## src/rtl/obuffer4_if.sv

```systemverilog
// Handshake bundle between the MAC-array result side and the de-skewing row buffer.
// The buffer itself connects through the slave modport; the producer/consumer side uses master.
interface obuffer4_if;
    logic [3:0]  OCOL_VALID;
    logic [31:0] OROW_i;
    logic [3:0]  ODST_i;
    logic        OREADY;
    logic [31:0] OWord;
    logic        OVALID;
    logic [1:0]  OADDR;
    logic [3:0]  ODST_o;
    logic        BUSY;
    logic        DONE;
    logic        ERR;

    modport master (
        output OCOL_VALID, OROW_i, ODST_i, OREADY,
        input  OWord, OVALID, OADDR, ODST_o, BUSY, DONE, ERR
    );

    modport slave (
        input  OCOL_VALID, OROW_i, ODST_i, OREADY,
        output OWord, OVALID, OADDR, ODST_o, BUSY, DONE, ERR
    );
endinterface

```

## src/rtl/obuffer4.sv

```systemverilog
// De-skewing output buffer: collects four column-skewed result streams into a 4x4 byte
// matrix, then drains it row by row over a valid/ready handshake.
module obuffer4 (
    input  logic       CLK,
    input  logic       RSTN,
    obuffer4_if.slave  bus
);

    typedef enum logic [1:0] {
        ST_IDLE    = 2'd0,
        ST_CAPTURE = 2'd1,
        ST_DRAIN   = 2'd2
    } state_t;

    state_t      r_state;
    logic [7:0]  r_mem [0:3][0:3];
    logic [1:0]  r_cnt [0:3];
    logic [3:0]  r_full;
    logic [31:0] r_oword;
    logic        r_ovalid;
    logic [1:0]  r_oaddr;
    logic [3:0]  r_odst;
    logic        r_busy;
    logic        r_done;
    logic        r_err;

    logic [1:0]  w_row_nxt;
    logic [31:0] w_word_row0;
    logic [31:0] w_word_nxt;
    logic        w_last_col3;

    // Byte lane j of a row word; lane 0 sits in the top byte.
    function automatic logic [7:0] lane(input logic [31:0] w, input int j);
        lane = w[31-8*j -: 8];
    endfunction

    assign w_row_nxt   = r_oaddr + 2'd1;
    assign w_word_row0 = {r_mem[0][0], r_mem[0][1], r_mem[0][2], r_mem[0][3]};
    assign w_word_nxt  = {r_mem[w_row_nxt][0], r_mem[w_row_nxt][1],
                          r_mem[w_row_nxt][2], r_mem[w_row_nxt][3]};
    // Column 3 taking its 4th beat closes the matrix; row 0 is already complete by then.
    assign w_last_col3 = bus.OCOL_VALID[3] && !r_full[3] && (r_cnt[3] == 2'd3);

    always_ff @(posedge CLK or negedge RSTN) begin
        if (!RSTN) begin
            r_state  <= ST_IDLE;
            r_full   <= 4'd0;
            r_oword  <= 32'd0;
            r_ovalid <= 1'b0;
            r_oaddr  <= 2'd0;
            r_odst   <= 4'd0;
            r_busy   <= 1'b0;
            r_done   <= 1'b0;
            r_err    <= 1'b0;
            for (int j = 0; j < 4; j++) begin
                r_cnt[j] <= 2'd0;
                for (int i = 0; i < 4; i++) begin
                    r_mem[i][j] <= 8'd0;
                end
            end
        end else begin
            r_done <= 1'b0;
            case (r_state)
                ST_IDLE: begin
                    if (|bus.OCOL_VALID[3:1]) begin
                        r_err <= 1'b1;
                    end
                    if (bus.OCOL_VALID[0]) begin
                        r_mem[r_cnt[0]][0] <= lane(bus.OROW_i, 0);
                        r_cnt[0]           <= r_cnt[0] + 2'd1;
                        r_odst             <= bus.ODST_i;
                        r_busy             <= 1'b1;
                        r_state            <= ST_CAPTURE;
                    end
                end

                ST_CAPTURE: begin
                    for (int j = 0; j < 4; j++) begin
                        if (bus.OCOL_VALID[j]) begin
                            if (r_full[j]) begin
                                r_err <= 1'b1;
                            end else begin
                                r_mem[r_cnt[j]][j] <= lane(bus.OROW_i, j);
                                r_cnt[j]           <= r_cnt[j] + 2'd1;
                                if (r_cnt[j] == 2'd3) begin
                                    r_full[j] <= 1'b1;
                                end
                            end
                        end
                    end
                    if (w_last_col3) begin
                        r_state  <= ST_DRAIN;
                        r_ovalid <= 1'b1;
                        r_oaddr  <= 2'd0;
                        r_oword  <= w_word_row0;
                    end
                end

                ST_DRAIN: begin
                    // Inputs are never written here; a late col0 beat on the final handshake is an error too.
                    if (|bus.OCOL_VALID) begin
                        r_err <= 1'b1;
                    end
                    if (r_ovalid && bus.OREADY) begin
                        if (r_oaddr == 2'd3) begin
                            r_state  <= ST_IDLE;
                            r_ovalid <= 1'b0;
                            r_busy   <= 1'b0;
                            r_done   <= 1'b1;
                            r_full   <= 4'd0;
                            for (int j = 0; j < 4; j++) begin
                                r_cnt[j] <= 2'd0;
                            end
                        end else begin
                            r_oaddr <= w_row_nxt;
                            r_oword <= w_word_nxt;
                        end
                    end
                end

                default: begin
                    r_state  <= ST_IDLE;
                    r_ovalid <= 1'b0;
                    r_busy   <= 1'b0;
                end
            endcase
        end
    end

    assign bus.OWord  = r_oword;
    assign bus.OVALID = r_ovalid;
    assign bus.OADDR  = r_oaddr;
    assign bus.ODST_o = r_odst;
    assign bus.BUSY   = r_busy;
    assign bus.DONE   = r_done;
    assign bus.ERR    = r_err;

endmodule

```

## src/flat_wrapper.sv

```systemverilog
// flat-port wrapper written by rule: the top's interface ports become plain ports
module obuffer4_flat 
  (CLK, RSTN, bus_OCOL_VALID, bus_OROW_i, bus_ODST_i, bus_OREADY, bus_OWord, bus_OVALID, bus_OADDR, bus_ODST_o, bus_BUSY, bus_DONE, bus_ERR);
  obuffer4_if bus_i ();
  input  logic CLK;
  input  logic RSTN;
  input wire logic [$bits(bus_i.OCOL_VALID)-1:0] bus_OCOL_VALID;
  input wire logic [$bits(bus_i.OROW_i)-1:0] bus_OROW_i;
  input wire logic [$bits(bus_i.ODST_i)-1:0] bus_ODST_i;
  input wire logic [$bits(bus_i.OREADY)-1:0] bus_OREADY;
  output wire logic [$bits(bus_i.OWord)-1:0] bus_OWord;
  output wire logic [$bits(bus_i.OVALID)-1:0] bus_OVALID;
  output wire logic [$bits(bus_i.OADDR)-1:0] bus_OADDR;
  output wire logic [$bits(bus_i.ODST_o)-1:0] bus_ODST_o;
  output wire logic [$bits(bus_i.BUSY)-1:0] bus_BUSY;
  output wire logic [$bits(bus_i.DONE)-1:0] bus_DONE;
  output wire logic [$bits(bus_i.ERR)-1:0] bus_ERR;
  assign bus_i.OCOL_VALID = bus_OCOL_VALID;
  assign bus_i.OROW_i = bus_OROW_i;
  assign bus_i.ODST_i = bus_ODST_i;
  assign bus_i.OREADY = bus_OREADY;
  assign bus_OWord = bus_i.OWord;
  assign bus_OVALID = bus_i.OVALID;
  assign bus_OADDR = bus_i.OADDR;
  assign bus_ODST_o = bus_i.ODST_o;
  assign bus_BUSY = bus_i.BUSY;
  assign bus_DONE = bus_i.DONE;
  assign bus_ERR = bus_i.ERR;
  obuffer4 u_core (.CLK(CLK), .RSTN(RSTN), .bus(bus_i));
endmodule
```

## config.mk

```make
export PLATFORM = sky130hd
export DESIGN_NAME = obuffer4_flat
export DESIGN_NICKNAME = d
export VERILOG_FILES = /design/src/rtl/obuffer4_if.sv /design/src/rtl/obuffer4.sv /design/src/flat_wrapper.sv
export SDC_FILE = /design/constraint.sdc
export NUM_CORES = 1
export LEC_CHECK = 0
export BUFFER_PORTS_ARGS = -buffer_cell sky130_fd_sc_hd__buf_4
export CAP_MARGIN = 20
export CORE_ASPECT_RATIO = 0.7
export CORE_MARGIN = 4
export CORE_UTILIZATION = 35
export CTS_CLUSTER_SIZE = 8
export DETAILED_ROUTE_END_ITERATION = 10
export GPL_ROUTABILITY_DRIVEN = 1
export PLACE_DENSITY = 0.49
export SETUP_SLACK_MARGIN = 0.5
export SLEW_MARGIN = 20
export SYNTH_ARGS = -nofsm -noshare
export SYNTH_HDL_FRONTEND = slang
export SYNTH_SLANG_ARGS = --single-unit
```

## constraint.sdc

```tcl
create_clock -name CLK -period 2.4 [get_ports CLK]
set_clock_uncertainty 0.05 [all_clocks]
set_input_delay 0.48 -clock CLK [delete_from_list [all_inputs] [get_ports CLK]]
set_output_delay 0.48 -clock CLK [all_outputs]
set_load 0.03 [all_outputs]
```

# After elaboration in Yosys (flattened, before gate mapping)
# Index checks and enable logic that the tools add are counted.
# op_classes
addsub,5
order_cmp,9
n_eq_ne,22
n_mux,89
bitwise_logic,7
n_reduce_logical,29
# op_table
operator,count
$mux W128,12
$bwmux W128,4
$demux W32 S2,4
$pmux W128 S2,1
$mux W32,6
$bmux W32 S2,1
$pmux W32 S2,1
$mux W2,16
$reduce_and A4 Y1,8
$mux W1,29
$mux W24,1
$mux W8,3
$ne A2 B2 Y1 const B,10
$mux W16,1
$ge A3 B3 Y1 const B,5
$not A2 Y3,5
$reduce_and A5 Y1,3
$eq A2 B2 Y1 const B,6
$lt A3 B1 Y1 const B,4
$pmux W2 S3,2
$pmux W6 S2,1
$add A2 B1 Y2 const B,5
$ne A2 B1 Y1 const B,5
$pmux W1 S3,3
other kinds (15),25
# word_totals
regBits,184
in_bits,43
out_inout_bits,42
elab_cells,193

# Longest topological paths before layout
# depth
word_depth,21
depth_mapped,7
ltp_nobuf,6

# Least setup slack after synthesis
# Ideal clock, no wire load.
# synth_timing
path_type,register -> register
start,"reg u_core.r_oaddr[0], in the netlist u_core.bus.OADDR[0]"
end,"reg u_core.r_oword[27], in the netlist u_core.bus.OWord[27]"
setup_ns,0.125
t_arrival_ns,1.978
required_time_ns,2.225
path_slack_ns,0.247
path_stages_with_launch,7
path_cell_list,dfrtp_1 ha_1 clkbuf_1 o21ai_0 clkbuf_1 a32o_1 mux2_2
# synth_via
elab_chain_len,8
elab_cells_between_ends,11
classes_between,add/sub (1); eq/ne (2); mux (6); bitwise (1); reduce/logical (1)
# synth_lines
item,line,rtl
from (decl),obuffer4.sv:21,logic [1:0] r_oaddr;
from (signal assigned),obuffer4.sv:115,r_oaddr <= w_row_nxt;
$add A2 B1 Y2,obuffer4.sv:37,assign w_row_nxt = r_oaddr + 2'd1;
$not A2 Y3 (not written as such),obuffer4.sv:39,"assign w_word_nxt = {r_mem[w_row_nxt][0], r_mem[w_row_nxt][1],"
$bmux W32 S2,obuffer4.sv:39,
$mux W32 (2 in a row),-,
$mux W32,obuffer4.sv:105,if (r_oaddr == 2'd3) begin
$mux W32,obuffer4.sv:104,if (r_ovalid && bus.OREADY) begin
$pmux W32 S2,obuffer4.sv:63,case (r_state)
to (signal assigned),obuffer4.sv:95,r_oword <= w_word_row0;
to (signal assigned),obuffer4.sv:116,r_oword <= w_word_nxt;
to (decl),obuffer4.sv:19,logic [31:0] r_oword;
# Several ways; a longest one is shown, not always the timed one. The select of a mux whose other input is x is not followed.
# A chain may end at the register's enable or synchronous reset.

# Worst setup path in the final report
# layout_timing
start,reg u_core.r_state[1]
end,reg u_core.r_cnt[3] in the netlist's numbering
# layout_via
elab_chain_len,3
elab_cells_between_ends,9
classes_between,eq/ne (6); mux (1); reduce/logical (2)
# layout_lines
item,line,rtl
from (decl),obuffer4.sv:15,state_t r_state;
from (signal assigned),obuffer4.sv:46,r_state <= ST_IDLE;
from (signal assigned),obuffer4.sv:73,r_state <= ST_CAPTURE;
from (signal assigned),obuffer4.sv:92,r_state <= ST_DRAIN;
$eq A2 B1 Y1 or $eq A2 B2 Y1 (tied branches),obuffer4.sv:63,
$ne A2 B2 Y1 (no source line) (tied with other cells),-,
$reduce_and A5 Y1 (no source line),-,
"to (signal, indexed assignment)",obuffer4.sv:84,r_cnt[j] <= r_cnt[j] + 2'd1;
to (decl),obuffer4.sv:17,logic [1:0] r_cnt [0:3];
# Several ways; a longest one is shown, not always the timed one.

==> flow_summary.toml <==
[power_and_ir_drop]
clkPwrFrac = 0.222
leakage_nw = 4.45
swShare = 0.347
sequentialPowerShare = 0.413
power_mw = 13.0
power_frac_comb = 0.366
internal_power_mw = 8.52
peakVddDrop_mv = 0.775
p_sw_mw = 4.53
powerDensity_nw_per_um2 = 1290

[run]
maxCapViolCount = 0

[sta]
slew_headroom = 0.537
whs_ps = 9.00
rsz0062_at_grt = "true"
slew_violations = 0
finalSetupViolCount = 0
hold_violations = 0
worstMarginPinSlew_ps = 694
timing.final.crit_period_ps = 1880
max_freq_ghz = 0.532
period_share = 0.783
setup_tns_ps = 0

[die]
die_area_um2 = 25800
coreArea_um2 = 22800
fp.dieW_um = 190
ioPinCount = 85
core.rowCount = 46
die_h_um = 136
start_util = 0.358

[cts]
cts_max_path_buffers = 2
clock_latency_ps = 430
clockRootBuffer = "clkbuf_16"
cts_made_buffers = 17
clkSlewWorstSetupHoldPaths_ps = 70
cts.sinks = 184
htreeDepth = 4
cts_tree = "done"
hold_buffers = 0

[placed_design]
port_buffers = 84
place_hpwl_mm = 13.3
place.gp.congestion = 0.738

[critical_path]
required_ps = 2670
worstSetupPathType = "register to register"
reg2reg_depth = 6
r2r_slack_ps = 520
crit_fanout = 10
worstSetupStartpointType = "register"
crit_path_end_kind = "register"
timing.rr.end = "u_core.r_cnt[3]$_DFFE_PN0P_"
arrival_ps = 2150
r2r-start = "u_core.r_state[1]$_DFFE_PN0P_"

[route]
drc_errors = 0
avgViaCountPerCell = 5.18
first_pass_iters = 4
wl_mm = 20.6
ant_nets = 0
drt_iter0_drc = 193
wire_per_inst_um = 20.0
via_count = 5326

[finish]
nFillCells = 2123
final_util = 0.442
fin_nets = 763
n_antenna_cell = 0
drive_gt1_frac = 0.479
areaGrowthSynthToFinish_pct = 23.7

[synthesis]
synthTopCellsByCount = "184 x dfrtp_1, 166 x mux2_2, 29 x o2bb2ai_1"
seq_area_frac_synth = 0.565
syn-num-nets = 656
synthDistinctLibCells = 40
yosys_warnings = 0
yosysTopAreaCell = "dfrtp_1"
synth_area_per_cell_um2 = 13.7
synth-seq-cells = 184
synth_top_area_share = 0.565
syn_area_um2 = 8150
synthTopCellsByArea = "dfrtp_1 57%, mux2_2 23%, o2bb2ai_1 3.1%"
async_reset_ff_frac = 1.00
synth_edf_count = 0
ys.flop_type = "dfrtp_1"
synth_cells = 596
yosysMostFrequentCell = "dfrtp_1"

[global_route]
grt_pass1_vias = 5864
grt-ovfl-total = 0
grt_max_degree = 66
grt_pass1_wl_mm = 33.3
grt_util_all_layers = 0.166
antenna_found_initial = 0

[min_path]
hold_class = "primary input to async pin"

[status]
outcome = "finished, final reports clean"
==> worst max-delay path by stage <==
stage | start | to | slack, ps | cells after the start
after global routing | u_core.r_state[1]$_DFFE_PN0P_ | u_core.r_cnt[3]$_DFFE_PN0P_ | 430 | 6
after global placement | u_core.r_state[0]$_DFFE_PN0P_ | u_core.bus.OWord[7]$_DFFE_PN0P_ | 310 | 5
after detailed placement | u_core.r_state[0]$_DFFE_PN0P_ | u_core.bus.OWord[9]$_DFFE_PN0P_ | 250 | 5
after floorplan | u_core.bus.OADDR[0]$_DFFE_PN0P_ | u_core.bus.OWord[29]$_DFFE_PN0P_ | 430 | 6
after CTS | u_core.r_full[3]$_DFFE_PN0P_ | u_core.bus.OWord[7]$_DFFE_PN0P_ | 490 | 6
final | u_core.r_state[1]$_DFFE_PN0P_ | u_core.r_cnt[3]$_DFFE_PN0P_ | 520 | 6
==> final cells by class <==
cell class	count	area (um2)	share of cell area
Multi-Input combinational cell	368	3400	0.337
Clock buffer	18	429	0.0426
Sequential cell	184	4610	0.457
Timing Repair Buffer	118	1020	0.101
Tap cell	312	390	0.0387
Inverter	14	52.6	0.00521
Clock inverter	14	175	0.0174
==> critical path: stages (launching register included) <==
cell,delay [ps]
dfrtp_1,420
buf_4,190
nand2b_1,200
or2_2,210
clkinv_1,180
buf_4,210
o31ai_1,300
==> power groups by stage <==
stage / sequential (mW) / clock [mW] / combinational (mW)
global placement: 5.32 / 0 / 4.52
detailed placement: 5.41 / 0 / 4.66
CTS: 5.37 / 2.97 / 4.73
finish: 5.38 / 2.89 / 4.77
global route: 5.56 / 3.11 / 5.22
floorplan: 5.79 / 0 / 2.56
==> cell families after synthesis <==
kind of cell,count (synthesis),share of synthesized area
mux,170,0.234
simple gates,62,0.0421
buf+inv,44,0.0249
fa+ha+maj,17,0.0261
flops,184,0.565
compound gates,119,0.108
==> sequential cells by signal, summed over array words and instances, names as in the netlist <==
register / flops
u_core.bus.OVALID: 1
u_core.r_mem: 128
u_core.r_state: 2
u_core.bus.OWord: 32
u_core.r_full: 4
u_core.bus.OADDR: 2
u_core.bus.ODST_o: 4
u_core.bus.ERR: 1
u_core.r_cnt: 8
u_core.bus.DONE: 1
u_core.bus.BUSY: 1
==> what timing repair did <==
item,4_1_cts,5_1_grt
endpoints found under the setup margin,103,103
setup buffers,5,3
pin swaps,0,4
gates cloned,1,1
hold endpoints to repair,0,0
resized for setup,11,12
==> metal layers <==
| metal | part of all wire | vias to the layer above | global-route usage |
|---|---|---|---|
| met1 | 0.47 | 2760 | 0.223 |
| met4 | 0.012 | 0 | 0.0498 |
| li1 | - | 2433 | - |
| met2 | 0.47 | 110 | 0.267 |
| met3 | 0.043 | 23 | 0.0412 |
| met5 | 0 | - | 0 |
==> stage by stage <==
step	instance area (um2)	setup WS, ps	cells
2_1_floorplan	8150	433	596
3_3_place_gp	9260	313	986
3_5_place_dp	9260	246	986
4_1_cts	9960	487	1024
5_1_grt	10100	430	1028
6_report	10100	520	1028
==> placed cells by master, fill, tap and decap left out, types with 13 or more instances in the layout <==
| cell | instances |
|---|---|
| a21oi_1 | 25 |
| buf_4 | 105 |
| ha_1 | 15 |
| o221ai_1 | 22 |
| clkbuf_16 | 18 |
| dfrtp_1 | 181 |
| mux2_2 | 166 |
| o2bb2ai_1 | 29 |
| inv_1 | 13 |
| nand2_1 | 13 |
No activity file was read; power rests on OpenSTA's default activity.
